--- src/rtl/hrm_io_stream.sv ---
// hrm_io_stream - table-driven INBOX feeder, OUTBOX drainer and watchdog for the hrmcpu ports.
// The feed replays {delay, data} entries; the drain and the watchdog run independently of it.
module hrm_io_stream #(
  parameter int DATA_W    = 8,
  parameter int DELAY_W   = 10,
  parameter int AW        = 6,
  parameter     STIM_FILE = "INBOX.hex",
  parameter int POP_GAP   = 1,
  parameter int TIMEOUT   = 5000,
  parameter int TW        = 16
) (
  input  logic              clk,
  input  logic              i_rst,
  input  logic              start,
  input  logic [AW:0]       stim_len,
  input  logic              drain_en,
  input  logic              in_full,
  output logic [DATA_W-1:0] in_data,
  output logic              in_wr,
  input  logic              out_empty,
  input  logic [DATA_W-1:0] out_data,
  output logic              out_rd,
  output logic              cap_valid,
  output logic [DATA_W-1:0] cap_data,
  output logic [15:0]       cap_count,
  output logic              busy,
  output logic              feed_done,
  output logic              timeout
);

  localparam int EW = DELAY_W + DATA_W;
  localparam int GW = (POP_GAP > 0) ? $clog2(POP_GAP + 1) : 1;
  localparam logic [TW-1:0] WD_LAST = TW'((TIMEOUT > 0) ? TIMEOUT - 1 : 0);

  typedef enum logic [2:0] {S_IDLE, S_LOAD, S_WAIT, S_PUSH, S_DONE} state_t;

  logic [EW-1:0]      mem [0:(1<<AW)-1];
  state_t             state;
  logic [AW-1:0]      ptr;
  logic [AW:0]        len;
  logic [DELAY_W-1:0] dly_cnt;
  logic [DATA_W-1:0]  data_reg;
  logic [GW-1:0]      gap_cnt;
  logic [TW-1:0]      wd_cnt;
  logic               wd_armed;

  // The table read lands directly in dly_cnt/data_reg, so LOAD is the read cycle.
  always_ff @(posedge clk or posedge i_rst) begin
    if (i_rst) begin
      state    <= S_IDLE;
      ptr      <= '0;
      len      <= '0;
      dly_cnt  <= '0;
      data_reg <= '0;
    end else begin
      case (state)
        S_IDLE, S_DONE: begin
          if (start) begin
            len   <= stim_len;
            ptr   <= '0;
            state <= (stim_len == '0) ? S_DONE : S_LOAD;
          end
        end
        S_LOAD: begin
          {dly_cnt, data_reg} <= mem[ptr];
          state               <= S_WAIT;
        end
        S_WAIT: begin
          if (dly_cnt == '0) state <= S_PUSH;
          else               dly_cnt <= dly_cnt - 1'b1;
        end
        S_PUSH: begin
          if (!in_full) begin
            ptr   <= ptr + 1'b1;
            state <= ({1'b0, ptr} == len - 1'b1) ? S_DONE : S_LOAD;
          end
        end
        default: state <= S_IDLE;
      endcase
    end
  end

  assign in_data   = data_reg;
  assign in_wr     = (state == S_PUSH) & ~in_full;
  assign busy      = (state == S_LOAD) | (state == S_WAIT) | (state == S_PUSH);
  assign feed_done = (state == S_DONE);

  assign out_rd = drain_en & ~out_empty & (gap_cnt == '0);

  always_ff @(posedge clk or posedge i_rst) begin
    if (i_rst) begin
      gap_cnt   <= '0;
      cap_valid <= 1'b0;
      cap_data  <= '0;
      cap_count <= '0;
    end else begin
      cap_valid <= out_rd;
      if (out_rd) begin
        cap_data <= out_data;
        gap_cnt  <= GW'(POP_GAP);
        if (cap_count != 16'hFFFF) cap_count <= cap_count + 1'b1;
      end else if (gap_cnt != '0) begin
        gap_cnt <= gap_cnt - 1'b1;
      end
    end
  end

  // start outranks expiry; the flag only informs, it never stops either engine.
  always_ff @(posedge clk or posedge i_rst) begin
    if (i_rst) begin
      wd_cnt   <= '0;
      wd_armed <= 1'b0;
      timeout  <= 1'b0;
    end else if (start) begin
      wd_cnt   <= '0;
      timeout  <= 1'b0;
      wd_armed <= (TIMEOUT != 0);
    end else if (wd_armed) begin
      if (wd_cnt == WD_LAST) begin
        timeout  <= 1'b1;
        wd_armed <= 1'b0;
      end else begin
        wd_cnt <= wd_cnt + 1'b1;
      end
    end
  end

endmodule

--- config.mk ---
export PLATFORM = sky130hd
export DESIGN_NAME = hrm_io_stream
export DESIGN_NICKNAME = d
export VERILOG_FILES = /design/src/rtl/hrm_io_stream.sv
export SDC_FILE = /design/constraint.sdc
export NUM_CORES = 1
export LEC_CHECK = 0
export BUFFER_PORTS_ARGS = -buffer_cell sky130_fd_sc_hd__buf_4
export CORE_ASPECT_RATIO = 1.4
export CORE_MARGIN = 3
export CORE_UTILIZATION = 45
export CTS_BUF_LIST = sky130_fd_sc_hd__clkbuf_4 sky130_fd_sc_hd__clkbuf_8
export DETAILED_ROUTE_END_ITERATION = 8
export PLACE_DENSITY_LB_ADDON = 0.2
export SYNTH_ARGS = -nofsm -noshare
export SYNTH_HDL_FRONTEND = slang
export SYNTH_SLANG_ARGS = --single-unit
--- constraint.sdc ---
create_clock -name clk -period 2.6 [get_ports clk]
set_clock_uncertainty 0.05 [all_clocks]
set_input_delay 0.13 -clock clk [delete_from_list [all_inputs] [get_ports clk]]
set_output_delay 0.13 -clock clk [all_outputs]
set_load 0.05 [all_outputs]
==> flow_metrics.env <==
export IMPL_met2_usage_pct=29.6
export IMPL_setup_viol=0
export IMPL_ys_warn_count=0
export IMPL_p_clk_share_pct=23.6
export IMPL_overflow=0
export IMPL_dp_hpwl_um=4820
export IMPL_timing_critical_path_mode_cell="nand4_1"
export IMPL_yosysMostFrequentCell="dfrtp_1"
export IMPL_r2r_setup_slack_ns=0.27
export IMPL_grt_max_degree=70
export IMPL_combinationalPowerShare_pct=35.1
export IMPL_hold_violations=0
export IMPL_grt_pass1_vias=2744
export IMPL_whs_ns=0.0764
export IMPL_ys_top_cells_by_area="dfrtp_1 49%, xnor2_1 7.3%, xor2_1 5.3%"
export IMPL_crit_slowest_cell="nor3b_1"
export IMPL_finalMaxSlewViolations=0
export IMPL_cts_tree="done"
export IMPL_cts_buffer_depth=2
export IMPL_rr_endpoint="dly_cnt[9]$_DFFE_PP0P_"
export IMPL_synth_edf_count=0
export IMPL_drt_iter0_markers=101
export IMPL_initial_core_util_pct=46.9
export IMPL_syn_inst=333
export IMPL_ys_types=53
export IMPL_fin_nets=427
export IMPL_grt_busiest_layer="met2"
export IMPL_required_ns=2.77
export IMPL_final_antenna_net_count=0
export IMPL_postSynthAreaPerCell_um2=10.5
export IMPL_cts_hold_buf=16
export IMPL_min_path_type="in2reg"
export IMPL_cp_num_cells=6
export IMPL_critical_path_max_fanout=11
export IMPL_ys_top_cells_by_count="69 x dfrtp_1, 38 x nor2_1, 29 x xnor2_1"
export IMPL_die_h_um=110
export IMPL_clock_latency_ns=0.33
export IMPL_grt_pass1_wl_um=12100
export IMPL_yosysTopAreaCell="dfrtp_1"
export IMPL_vias=2607
export IMPL_crit_chain="inv_1 -> ha_1 -> nand4_1 -> nor3b_1 -> nand4_1 -> xnor2_1"
export IMPL_synth_top_flop_cell="dfrtp_1"
export IMPL_p_sw_uw=1470
export IMPL_cts_root_buffer="clkbuf_8"
export IMPL_drive_gt1_share_pct=22.7
export IMPL_rsz0062_at_grt="false"
export IMPL_min_period_over_period_pct=89.4
export IMPL_yosysSeqAreaShare_pct=49.4
export IMPL_cp_top_family="simple AND/OR/NAND/NOR gates"
export IMPL_use_met1_pct=20.5
export IMPL_dieWidth_um=80.5
export IMPL_p_per_area_mw_per_mm2=899
export IMPL_cp_end_kind="register"
export IMPL_worstHoldStart="start"
export IMPL_total_power_uw=3870
export IMPL_ir_drop_mv=0.503
export IMPL_worstSetupPathType="reg2reg"
export IMPL_p_int_uw=2390
export IMPL_synth_top_area_share_pct=49.4
export IMPL_relSlewSlack_pct=20.3
export IMPL_io_pins=59
export IMPL_drc=0
export IMPL_wl_per_cell_um=13.8
export IMPL_wirelength_um=6940
export IMPL_grt_antenna_before_repair=0
export IMPL_vias_per_cell=5.18
export IMPL_start_kind="register"
export IMPL_post_cts_buffers=0
export IMPL_max_cap_violations=0
export IMPL_arrival_ns=2.50
export IMPL_critPathBufInv=1
export IMPL_tns_ns=0
export IMPL_synthesis_area_mm2=0.00350
export IMPL_num_rows=37
export IMPL_ys_seq_elements=69
export IMPL_critPathMaxStageDelay_ns=0.96
export IMPL_htreeDepth=3
export IMPL_cts_num_sinks=69
export IMPL_gr_usage_all_layers_pct=17.2
export IMPL_sequentialPowerShare_pct=41.2
export IMPL_first_pass_iters=4
export IMPL_cts_made_buffers=9
export IMPL_r2r_start="dly_cnt[0]$_DFFE_PP0P_"
export IMPL_async_flop_share_pct=100
export IMPL_grt_use_met3_pct=4.55
export IMPL_gp_congestion=0.787
export IMPL_coreArea_mm2=0.00745
export IMPL_swShare_pct=38.1
export IMPL_synthToLayoutAreaGrowth_pct=23.0
export IMPL_cts_resized=0
export IMPL_fmax_ghz=0.430
export IMPL_outcome="finished clean"
export IMPL_holdPathEnd="wd_cnt[15]$_DFFE_PP0P_"
export IMPL_reg2reg_depth=6
export IMPL_total_leakage_power_uw=0.00197
export IMPL_clk_pin_slew_ns=0.07
export IMPL_tightest_slew_ns=1.19
export IMPL_design_die_area_mm2=0.00888
export IMPL_period_minus_slack_ns=2.33
export IMPL_io_buffers=50
export IMPL_num_antenna_cells=0
export IMPL_hold_depth=2
## cells by family after synthesis
logic type	Yosys count	synth area share [%]
AND/OR/NAND/NOR	137	21.1
flip-flops	69	49.4
XOR/XNOR	50	12.5
buffers and inverters	29	4.83
AO/OA/AOI/OAI	27	5.51
multiplexers	15	4.79
adder cells (fa/ha/maj)	5	1.79
other	1	0.107
## cells in the final DEF (no fill, tap or decap), types with 10 or more instances in the layout
cell | netlist | layout
mux2_2 | 14 | 14
buf_4 | 8 | 53
xor2_1 | 21 | 21
nor3_1 | 10 | 10
nand2_1 | 25 | 25
xnor2_1 | 29 | 29
dfrtp_1 | 69 | 69
nor2_1 | 38 | 38
clkbuf_8 | 1 | 12
dlygate4sd3_1 | 0 | 16
nand3_1 | 13 | 13
## flip-flops by register name, summed over array words and instances, names as in the netlist
| signal | count |
|---|---|
| dly_cnt | 10 |
| wd_armed | 1 |
| cap_count | 16 |
| len | 7 |
| wd_cnt | 16 |
| timeout | 1 |
| state | 3 |
| cap_valid | 1 |
| cap_data | 8 |
| ptr | 6 |
## how the worst max path moves through the flow
| stage | startpoint | endpoint | slack (ns) |
|---|---|---|---|
| 6_report | dly_cnt[0]$_DFFE_PP0P_ | dly_cnt[9]$_DFFE_PP0P_ | 0.27 |
| 2_1_floorplan | state[0]$_DFFE_PP0P_ | ptr[5]$_DFFE_PP0P_ | 0.46 |
| 3_5_place_dp | dly_cnt[0]$_DFFE_PP0P_ | dly_cnt[9]$_DFFE_PP0P_ | 0.27 |
| 5_1_grt | dly_cnt[1]$_DFFE_PP0P_ | dly_cnt[8]$_DFFE_PP0P_ | 0.01 |
| 3_3_place_gp | dly_cnt[0]$_DFFE_PP0P_ | dly_cnt[9]$_DFFE_PP0P_ | 0.41 |
| 4_1_cts | dly_cnt[0]$_DFFE_PP0P_ | dly_cnt[8]$_DFFE_PP0P_ | 0.27 |
## routing by layer
layer	wire length, µm	vias to the layer above	share of wire (%)
li1	-	1275	-
met1	3030	1272	44
met2	3520	48	51
met3	274	12	3.9
met4	111	0	1.6
met5	0	-	0
## area by class of cell
class / instances / area, µm²
multi-input combinational: 242 / 1630
timing repair buffer: 70 / 578
sequential: 69 / 1730
inverter: 9 / 33.8
fill: 634 / 3150
clock inverter: 4 / 45.0
clock buffer: 12 / 165
tap: 97 / 121
## power by group through the flow
| stage | clock network [µW] | logic, µW | registers (µW) |
|---|---|---|---|
| finish | 914 | 1360 | 1590 |
| global route | 983 | 1500 | 1630 |
| CTS | 942 | 1380 | 1590 |
| detailed placement | 0 | 1360 | 1610 |
| global placement | 0 | 1320 | 1600 |
| floorplan | 0 | 893 | 1720 |
## stage by stage
stage                     setup WS (ns)  area [µm²]  std cells  util [%]
after global placement            0.406        3930        471      52.8
final                             0.275        4300        503      57.7
after CTS                         0.272        4300        503      57.7
after floorplan                   0.458        3520        340         -
after detailed placement          0.268        3930        471      52.8
after global routing             0.0125        4300        503      57.7
Power figures use the tool's default switching activity.
